--- src/rtl/store_commit_queue_pkg.sv ---
// ---------------------------------------------------------------------------
// store_commit_queue_pkg
//   Shared types and constants for the store commit queue.
//   - SQ_ROB_W is derived from ROB_LENGTH so the tag width follows the ROB.
//   - sq_entry_t is the layout of one queue slot: {rob_addr, addr, data}.
//   The entry layout is fixed by these constants; the queue parameters
//   default to them and are expected to agree.
// ---------------------------------------------------------------------------
package store_commit_queue_pkg;

    localparam int ROB_LENGTH = 16;
    localparam int SQ_ROB_W   = $clog2(ROB_LENGTH);
    localparam int SQ_ADDR_W  = 8;
    localparam int SQ_DATA_W  = 8;
    localparam int SQ_DEPTH   = 8;

    typedef struct packed {
        logic [SQ_ROB_W-1:0]  rob_addr;
        logic [SQ_ADDR_W-1:0] addr;
        logic [SQ_DATA_W-1:0] data;
    } sq_entry_t;

endpackage

--- src/rtl/store_commit_queue_fwd.sv ---
// ---------------------------------------------------------------------------
// store_fwd_search
//   Combinational youngest-match search over the live entries [head, tail)
//   of the circular store queue.
//   Ports:
//     entries_i   - full entry array, indexed by pointer mod DEPTH
//     head_i      - oldest live pointer (PTR_W bits, MSB is the wrap bit)
//     tail_i      - one past the youngest live pointer
//     fwd_addr_i  - load lookup address
//     hit_o       - some live entry matches fwd_addr_i
//     data_o      - data of the youngest matching entry (0 when no hit)
// ---------------------------------------------------------------------------
module store_fwd_search
    import store_commit_queue_pkg::*;
#(
    parameter int DEPTH  = SQ_DEPTH,
    parameter int ADDR_W = SQ_ADDR_W,
    parameter int DATA_W = SQ_DATA_W,
    parameter int PTR_W  = $clog2(SQ_DEPTH) + 1
) (
    input  sq_entry_t         entries_i [DEPTH],
    input  logic [PTR_W-1:0]  head_i,
    input  logic [PTR_W-1:0]  tail_i,
    input  logic [ADDR_W-1:0] fwd_addr_i,
    output logic              hit_o,
    output logic [DATA_W-1:0] data_o
);

    localparam int IDX_W = PTR_W - 1;

    logic [PTR_W-1:0] count;
    logic [PTR_W-1:0] off;
    logic [IDX_W-1:0] idx;

    // Walk from oldest (offset 0 from head) to youngest; a later match
    // overrides an earlier one, so the survivor is the one closest to tail.
    // Walking by age offset rather than by raw index keeps wrap-around correct.
    always_comb begin
        hit_o  = 1'b0;
        data_o = '0;
        count  = tail_i - head_i;
        off    = '0;
        idx    = '0;
        for (int k = 0; k < DEPTH; k++) begin
            off = PTR_W'(k);
            idx = head_i[IDX_W-1:0] + off[IDX_W-1:0];
            if ((off < count) && (entries_i[idx].addr == fwd_addr_i)) begin
                hit_o  = 1'b1;
                data_o = entries_i[idx].data;
            end
        end
    end

endmodule

--- src/rtl/store_commit_queue.sv ---
// ---------------------------------------------------------------------------
// store_commit_queue
//   Holds issued stores speculatively until the ROB retires their tag, then
//   drains committed stores in order to data memory; forwards store data to
//   loads; a flush discards all uncommitted entries.
//
//   Three pointers (head, cmt, tail), each clog2(DEPTH)+1 bits:
//     committed region   [head, cmt)  - drained to memory
//     speculative region [cmt, tail)  - waiting for retire
//
//   Ports:
//     clk, n_rst                        clock, synchronous active-low reset
//     in_valid/in_rob_addr/in_addr/in_data  issued store
//     pop                               store accepted this cycle
//     full, empty                       occupancy flags (registered pointers)
//     commit_valid/commit_rob_addr      ROB retire of a store tag
//     commit_err                        sticky: retire did not match oldest
//     flush                             drop speculative entries
//     mem_req/mem_addr/mem_data/mem_ack head store to memory, req/ack
//     fwd_addr/fwd_hit/fwd_data         load forwarding lookup
//
//   Handshakes: a transfer happens on a rising clk edge where the producer's
//   valid (in_valid / mem_req) and the consumer's ready (pop / mem_ack) are
//   both high; mem_addr/mem_data hold steady while mem_req waits for mem_ack.
// ---------------------------------------------------------------------------
module store_commit_queue
    import store_commit_queue_pkg::*;
#(
    parameter int DEPTH  = SQ_DEPTH,
    parameter int ADDR_W = SQ_ADDR_W,
    parameter int DATA_W = SQ_DATA_W,
    parameter int ROB_W  = SQ_ROB_W
) (
    input  logic              clk,
    input  logic              n_rst,
    input  logic              in_valid,
    input  logic [ROB_W-1:0]  in_rob_addr,
    input  logic [ADDR_W-1:0] in_addr,
    input  logic [DATA_W-1:0] in_data,
    output logic              pop,
    output logic              full,
    output logic              empty,
    input  logic              commit_valid,
    input  logic [ROB_W-1:0]  commit_rob_addr,
    output logic              commit_err,
    input  logic              flush,
    output logic              mem_req,
    output logic [ADDR_W-1:0] mem_addr,
    output logic [DATA_W-1:0] mem_data,
    input  logic              mem_ack,
    input  logic [ADDR_W-1:0] fwd_addr,
    output logic              fwd_hit,
    output logic [DATA_W-1:0] fwd_data
);

    localparam int IDX_W = $clog2(DEPTH);
    localparam int PTR_W = IDX_W + 1;
    localparam logic [PTR_W-1:0] DEPTH_P = PTR_W'(DEPTH);

    sq_entry_t        entries_q [DEPTH];
    logic [PTR_W-1:0] head_q, head_d;
    logic [PTR_W-1:0] cmt_q,  cmt_d;
    logic [PTR_W-1:0] tail_q, tail_d;
    logic             err_q,  err_d;

    logic commit_ok;
    logic drain;

    assign full  = ((tail_q - head_q) == DEPTH_P);
    assign empty = (tail_q == head_q);

    // Flush blocks enqueue so a store issued on the flush cycle is never
    // written behind the rewound tail.
    assign pop = in_valid & ~full & ~flush;

    assign commit_ok = commit_valid & (cmt_q != tail_q) &
                       (entries_q[cmt_q[IDX_W-1:0]].rob_addr == commit_rob_addr);

    assign mem_req  = (head_q != cmt_q);
    assign mem_addr = entries_q[head_q[IDX_W-1:0]].addr;
    assign mem_data = entries_q[head_q[IDX_W-1:0]].data;
    assign drain    = mem_req & mem_ack;

    assign commit_err = err_q;

    always_comb begin
        head_d = head_q + PTR_W'(drain);
        cmt_d  = cmt_q + PTR_W'(commit_ok);
        err_d  = err_q | (commit_valid & ~commit_ok);
        // Rewind to the post-commit cmt so a same-cycle retire survives flush.
        if (flush) begin
            tail_d = cmt_d;
        end else begin
            tail_d = tail_q + PTR_W'(pop);
        end
    end

    always_ff @(posedge clk) begin
        if (!n_rst) begin
            head_q <= '0;
            cmt_q  <= '0;
            tail_q <= '0;
            err_q  <= 1'b0;
        end else begin
            head_q <= head_d;
            cmt_q  <= cmt_d;
            tail_q <= tail_d;
            err_q  <= err_d;
        end
    end

    // Entry storage needs no reset: only slots inside [head, tail) are read
    // meaningfully, and pop is only asserted with n_rst high in practice.
    always_ff @(posedge clk) begin
        if (pop) begin
            entries_q[tail_q[IDX_W-1:0]] <= '{rob_addr: in_rob_addr,
                                              addr:     in_addr,
                                              data:     in_data};
        end
    end

    store_fwd_search #(
        .DEPTH  (DEPTH),
        .ADDR_W (ADDR_W),
        .DATA_W (DATA_W),
        .PTR_W  (PTR_W)
    ) u_fwd (
        .entries_i  (entries_q),
        .head_i     (head_q),
        .tail_i     (tail_q),
        .fwd_addr_i (fwd_addr),
        .hit_o      (fwd_hit),
        .data_o     (fwd_data)
    );

endmodule
--- config.mk ---
export PLATFORM = sky130hd
export DESIGN_NAME = store_commit_queue
export DESIGN_NICKNAME = d
export VERILOG_FILES = /design/src/rtl/store_commit_queue_pkg.sv /design/src/rtl/store_commit_queue_fwd.sv /design/src/rtl/store_commit_queue.sv
export SDC_FILE = /design/constraint.sdc
export NUM_CORES = 1
export LEC_CHECK = 0
export BUFFER_PORTS_ARGS = -buffer_cell sky130_fd_sc_hd__buf_2
export CORE_MARGIN = 1.5
export CORE_UTILIZATION = 45
export CTS_CLUSTER_SIZE = 16
export DETAILED_ROUTE_END_ITERATION = 10
export GPL_ROUTABILITY_DRIVEN = 0
export SYNTH_ARGS = -nofsm -noshare
export SYNTH_HDL_FRONTEND = slang
export SYNTH_SLANG_ARGS = --single-unit
--- constraint.sdc ---
create_clock -name clk -period 5.6 [get_ports clk]
set_clock_uncertainty 0.1 [all_clocks]
set_input_delay 1.12 -clock clk [delete_from_list [all_inputs] [get_ports clk]]
set_output_delay 1.12 -clock clk [all_outputs]
set_load 0.005 [all_outputs]
==> qor.csv, run 1 <==
stage,metric,value,unit
synthesis,Cells after Synth,1006,
grt,largest net degree at the start of global routing,85,
cts,htree depth,4,
status,status,finished clean,
timing,FMAX,0.184,GHz
setup_path,crit-path leading delay family,simple AND/OR/NAND/NOR gates,
finish,Nets,1103,
min_path,worst hold endpoint,commit_err,
min_path,Worst Hold Depth,2,
synthesis,synth cell count leaders,"edfxtp_1, mux4_2, mux2i_1",
grt,global-route wire length before repair,57600,um
synthesis,Cell variety after synth,67,
timing,RSZ-0062 raised after global routing,true,
setup_path,worst-path fanout max,61,
cts,Worst-Skew Late Latency,450,ps
synthesis,"FFs w/ async S/R, synth",0,%
synthesis,synthesized area,13300,um2
power_and_ir_drop,Leak Pwr,0.00485,uW
power_and_ir_drop,Int Pwr,2120,uW
timing,Slew HR,42.7,%
drt,Vias,9566,
power_and_ir_drop,Peak VDD IR,0.186,mV
synthesis,cell with the most instances after synthesis,edfxtp_1,
min_path,Hold/Removal Path Class,reg2reg,
timing,"Hold Vio Cnt, Final",0,
grt,GRT overflow,0,
timing,Slew Limit Fails,0,
power_and_ir_drop,clock share of power,42.2,%
setup_path,worst r2r src,head_q[2],
flow_run,Max-Cap Viols,0,
synthesis,"area leader, netlist",edfxtp_1,
drt,1st-pass router iterations,6,
power_and_ir_drop,sw power,739,uW
die,Die Ht,175,um
setup_path,master of the slowest instance on the critical path,nor3b_2,
drt,Post-route DRC,0,
synthesis,number of flops mapped to enable cells by yosys,160,
finish,share of layout cells above drive strength 1,31.1,%
setup_path,Worst EP required,4380,ps
synthesis,yosys warns,0,
timing,setup tns final,0,ps
setup_path,CP Class,reg2out,
die,Die ar.,30700,um2
placement,dpl ws,488,ps
setup_path,CP Capture Type,output pin,
power_and_ir_drop,Seq pwr share,50.1,%
drt,Routed WL,37800,um
finish,area delta synth->final,10.8,%
die,I/O pins,68,
timing,Slew @ Worst Pin,853,ps
drt,DR WL/cell,26.1,um
timing,fin crit share,96.8,%
cts,Worst-path clk slew,80,ps
synthesis,post-synth top area share,36.0,%
die,Die W,175,um
setup_path,Worst EP arrival,4200,ps
cts,Sink Count,173,
grt,number of global-route vias before repair,9015,
power_and_ir_drop,switching part of the total power,25.9,%
synthesis,sequential share of the synthesized area,38.0,%
power_and_ir_drop,Comb power frac,7.7,%
cts,CTS buffer count,17,
synthesis,ys flop type,edfxtp_1,
synthesis,top post-synthesis cells by area,"edfxtp_1, mux4_2, mux2i_1",
drt,initial DRC count,1203,
synthesis,Synth Net Count,1057,
cts,maximum clock path buffer count,2,
drt,via/cell ratio,6.60,
timing,setup violators final,0,
setup_path,CP max stage delay,730,ps
synthesis,post-synthesis area per instance,13.2,um2
grt,GR Util All Layers,25.2,%
setup_path,Startpoint Class,flop,
min_path,worst hold start,commit_err,
die,Core Area,28900,um2
timing,setup ws final,179,ps
die,FP Rows,62,
placement,post-detail-place hpwl,25500,um
setup_path,FF-to-FF path depth,10,
synthesis,Yosys reg bits,173,
cts,CTS Root Cell,clkbuf_16,
drt,Routed Antenna Nets,0,
die,Starting Density,46.1,%
setup_path,R2R Path End,entries_q[107],
setup_path,crit-path cells,buf_12 -> xnor2_2 -> buf_4 -> mux4_2 -> xor2_1 -> mux2i_1 -> nand4_1 -> nor3b_2 -> a211oi_1 -> a2bb2oi_1 -> buf_2,
cts,CTS tree,built,
timing,fin crit period,5420,ps
grt,antenna violations before repair,2,
setup_path,CP bufs+invs,3,
placement,IO Port Bufs,67,
setup_path,r2r setup slk,1420,ps
power_and_ir_drop,PD cells,193,nW/um2
## timing repair
action	4_1_cts	5_1_grt
gates resized for setup	0	2
hold buffers	0	0
buffers inserted	0	1
setup endpoints to repair	0	7
## logic make-up (layout without fill, tap and decap cells)
kind of cell,count (synthesis),in the layout,share of synthesized area (%)
buf+inv,97,156,3.79
fa+ha+maj,13,13,1.28
xor+xnor,88,88,5.84
mux,276,276,35.5
simple gates,226,226,8.31
other cells,0,1,0
flops,173,173,38.0
compound gates,133,133,7.27
## power groups by stage
stage / clock [uW] / combinational (uW) / sequential (uW)
finish: 1200 / 220 / 1430
global route: 1270 / 239 / 1430
CTS: 1230 / 219 / 1430
detailed placement: 0 / 218 / 1460
global placement: 0 / 217 / 1460
floorplan: 0 / 138 / 1460
## worst max path at each step
stage	slack, ps	endpoint	start	cells past startpoint
CTS	8	fwd_data[2]	head_q[2]	12
detailed placement	490	fwd_data[2]	head_q[2]	12
global placement	570	fwd_data[2]	head_q[2]	12
finish	180	fwd_data[6]	head_q[2]	11
floorplan	390	fwd_data[4]	head_q[0]	17
global route	-10	fwd_data[0]	head_q[2]	11
## registers in the layout (all words and copies together) (netlist names)
signal	count
entries_q	160
head_q	4
commit_err	1
tail_q	4
cmt_q	4
## per-layer routing
layer / global-route usage [%] / part of all wire, %
met1: 37.2 / 44
met3: 5.31 / 8.2
met2: 37.5 / 46
met5: 0 / 0.042
met4: 7.05 / 2.2
## metrics by stage
step                      utilization [%]  std cells  cell area [um2]  hold WS, ps  power, uW
after floorplan                         -       1006            13300          360       1590
after global placement               48.9       1416            14100          350       1680
after detailed placement             48.9       1416            14100          365       1680
after CTS                            51.0       1448            14700          392       2880
after global routing                 51.0       1449            14800          444       2940
final                                51.1       1450            14800          377       2850
## layout by cell type, fill, tap and decap left out, drive strengths merged, types with 4 or more instances in the layout
| cell type | netlist | layout |
|---|---|---|
| xor2 | 36 | 36 |
| a31oi | 6 | 6 |
| xnor2 | 52 | 52 |
| mux2 | 7 | 7 |
| a211o | 8 | 8 |
| a211oi | 35 | 35 |
| nor2b | 20 | 20 |
| and2 | 10 | 10 |
| buf | 60 | 110 |
| nor2 | 40 | 40 |
| o21ai | 7 | 7 |
| nor3 | 10 | 10 |
| or2 | 6 | 6 |
| nand2b | 6 | 6 |
| mux2i | 113 | 113 |
| nor4 | 4 | 4 |
| ha | 12 | 12 |
| nand4 | 12 | 12 |
| a21oi | 14 | 14 |
| clkinv | 2 | 11 |
| o21a | 7 | 7 |
| inv | 12 | 17 |
| mux4 | 156 | 156 |
| edfxtp | 160 | 160 |
| o211ai | 5 | 5 |
| o22ai | 17 | 17 |
| nand2 | 90 | 90 |
| nand3 | 12 | 12 |
| dfxtp | 13 | 13 |
| or3 | 4 | 4 |
| o221ai | 4 | 4 |
| o22a | 6 | 6 |
| clkbuf | 23 | 18 |
## tightest hold or removal path: cells and delay by family, from the launching register on
family	cells	cell delay (ps)
flops	1	330
simple gates	1	70
compound gates	1	40
## area by class of cell
class / count / area, um2
Fill cell: 2466 / 14200
Multi-Input combinational cell: 736 / 7850
Sequential cell: 173 / 5080
Timing Repair Buffer: 110 / 712
Tap cell: 384 / 480
Clock buffer: 18 / 429
Clock inverter: 14 / 175
Inverter: 14 / 52.6
Antenna cell: 1 / 2.50
No activity file was read; power rests on OpenSTA's default activity.
==> inputs of run 2 (changes only) <==
- RECOVER_POWER: unset -> 25
==> qor.csv, run 2 (synthesized netlist as in run 1, its figures left out) <==
stage,metric,value,unit,change
setup_path,CP Class,reg2out,,
cts,Sink Count,173,,unchanged
timing,FMAX,0.185,GHz,about the same
power_and_ir_drop,switching part of the total power,25.9,%,about the same
setup_path,Startpoint Class,flop,,
grt,largest net degree at the start of global routing,85,,unchanged
cts,Worst-path clk slew,80,ps,about the same
finish,"non-filler cells, final",1450,,unchanged
status,status,finished clean,,
setup_path,Worst EP required,4380,ps,about the same
finish,fillcell total,2466,,unchanged
grt,antenna violations before repair,2,,unchanged
power_and_ir_drop,sw power,739,uW,about the same
die,Die Ht,175,um,unchanged
timing,setup violators final,0,,unchanged
finish,Finished Core Util,51.0,%,-0.060 points
finish,"commonest non-fill, non-tap cell in the layout",edfxtp_1,,
timing,fin crit share,96.7,%,about the same
grt,GRT overflow,0,,unchanged
die,Die W,175,um,unchanged
power_and_ir_drop,Seq pwr share,50.1,%,about the same
drt,Post-route DRC,0,,unchanged
die,Die ar.,30700,um2,unchanged
die,I/O pins,68,,unchanged
placement,cell count after placement,1416,,unchanged
grt,global-route wire length before repair,57600,um,unchanged
drt,DR WL/cell,26.1,um,about the same
cts,CTS buffer count,17,,unchanged
finish,area delta synth->final,10.7,%,
power_and_ir_drop,clock share of power,42.2,%,about the same
timing,RSZ-0062 raised after global routing,true,,
timing,setup tns final,0,ps,unchanged
cts,maximum clock path buffer count,2,,unchanged
cts,Worst-Skew Late Latency,450,ps,about the same
drt,Routed WL,37800,um,about the same
drt,1st-pass router iterations,5,,-1
cts,CTS tree,built,,
timing,Slew @ Worst Pin,875,ps,+21.6 ps
flow_run,Max-Cap Viols,0,,unchanged
timing,smallest hold slack,377,ps,+0.0230 ps
cts,CTS Root Cell,clkbuf_16,,
die,Core Area,28900,um2,unchanged
timing,Slew Limit Fails,0,,unchanged
drt,initial DRC count,1212,,+0.75%
finish,share of layout cells above drive strength 1,29.8,%,-1.3 points
power_and_ir_drop,Int Pwr,2110,uW,about the same
power_and_ir_drop,Leak Pwr,0.00481,uW,-0.79%
die,FP Rows,62,,unchanged
min_path,Hold/Removal Path Class,reg2reg,,
power_and_ir_drop,Comb power frac,7.7,%,about the same
timing,fin crit period,5420,ps,-5.40 ps
placement,IO Port Bufs,67,,unchanged
finish,"commonest non-fill, non-tap cells in the layout","edfxtp_1, mux4_2, mux2i_1, nand2_1, buf_2",,
timing,"Hold Vio Cnt, Final",0,,unchanged
drt,Vias,9548,,-0.19%
cts,htree depth,4,,unchanged
power_and_ir_drop,Peak VDD IR,0.186,mV,-0.10%
grt,number of global-route vias before repair,9015,,unchanged
finish,Nets,1103,,unchanged
drt,Routed Antenna Nets,0,,unchanged
setup_path,Worst EP arrival,4200,ps,about the same
timing,Slew HR,41.5,%,-1.3 points
die,Starting Density,46.1,%,unchanged
finish,max FFs per register,160,,unchanged
power_and_ir_drop,PD cells,193,nW/um2,about the same
placement,post-detail-place hpwl,25500,um,unchanged
setup_path,worst-path fanout max,61,,unchanged
drt,via/cell ratio,6.58,,-0.19%
grt,GR Util All Layers,25.2,%,unchanged
setup_path,CP Capture Type,output pin,,
-- run 2: final timing paths --
| check | from | to | slack [ps] | cells after the start |
|---|---|---|---|---|
| setup / recovery | head_q[2] | fwd_data[6] | 180 | 11 |
| hold / removal | commit_err | commit_err | 380 | 2 |
| setup reg to reg | head_q[2] | entries_q[107] | 1410 | 10 |
| hold reg to reg | commit_err | commit_err | 380 | 2 |
-- run 2: repair_timing --
action | CTS | global route
hold buffers | 0 | 0
setup endpoints to repair | 0 | 7
buffers inserted | 0 | 1
gates resized for setup | 0 | 2
-- run 2: routing by layer --
metal | vias up | GRT usage [%] | share of wire, %
met2 | 447 | 37.5 | 46
met4 | 2 | 7.05 | 2.2
met5 | - | 0 | 0.042
li1 | 4152 | - | -
met1 | 4892 | 37.2 | 44
met3 | 55 | 5.31 | 8.1
-- run 2: power by group through the flow --
| stage | sequential, uW | clock [uW] | combinational (uW) |
|---|---|---|---|
| floorplan | 1460 | 0 | 138 |
| global placement | 1460 | 0 | 217 |
| detailed placement | 1460 | 0 | 218 |
| CTS | 1430 | 1230 | 219 |
| global route | 1430 | 1270 | 238 |
| finish | 1430 | 1210 | 219 |
-- run 2: final cells by class --
type	count	area, um2	share of cell area [%]
diodes	1	2.50	0.0170
multi-input cells	736	7850	53.2
well taps	384	480	3.26
inverters	14	52.6	0.356
flip-flops and latches	173	5080	34.4
repair buffers	110	694	4.71
clock buffers	18	429	2.91
clock inverters	14	175	1.19
-- run 2: worst max-delay path, stage by stage, from the launching register on --
cell and delay, ps:
dfxtp_4 410, buf_12 380, xnor2_2 260, buf_4 300, mux4_2 550, xor2_1 160, mux2i_1 140, nand4_1 220
nor3b_2 720, a211oi_1 180, a2bb2oi_1 240, buf_2 160
-- run 2: metrics by stage --
stage / setup slack (ps) / instance area (um2) / power, uW
floorplan: 390 / 13300 / 1590
finish: 184 / 14800 / 2850
CTS: 8.14 / 14700 / 2880
global route: -14.6 / 14800 / 2940
global placement: 573 / 14100 / 1680
detailed placement: 488 / 14100 / 1680
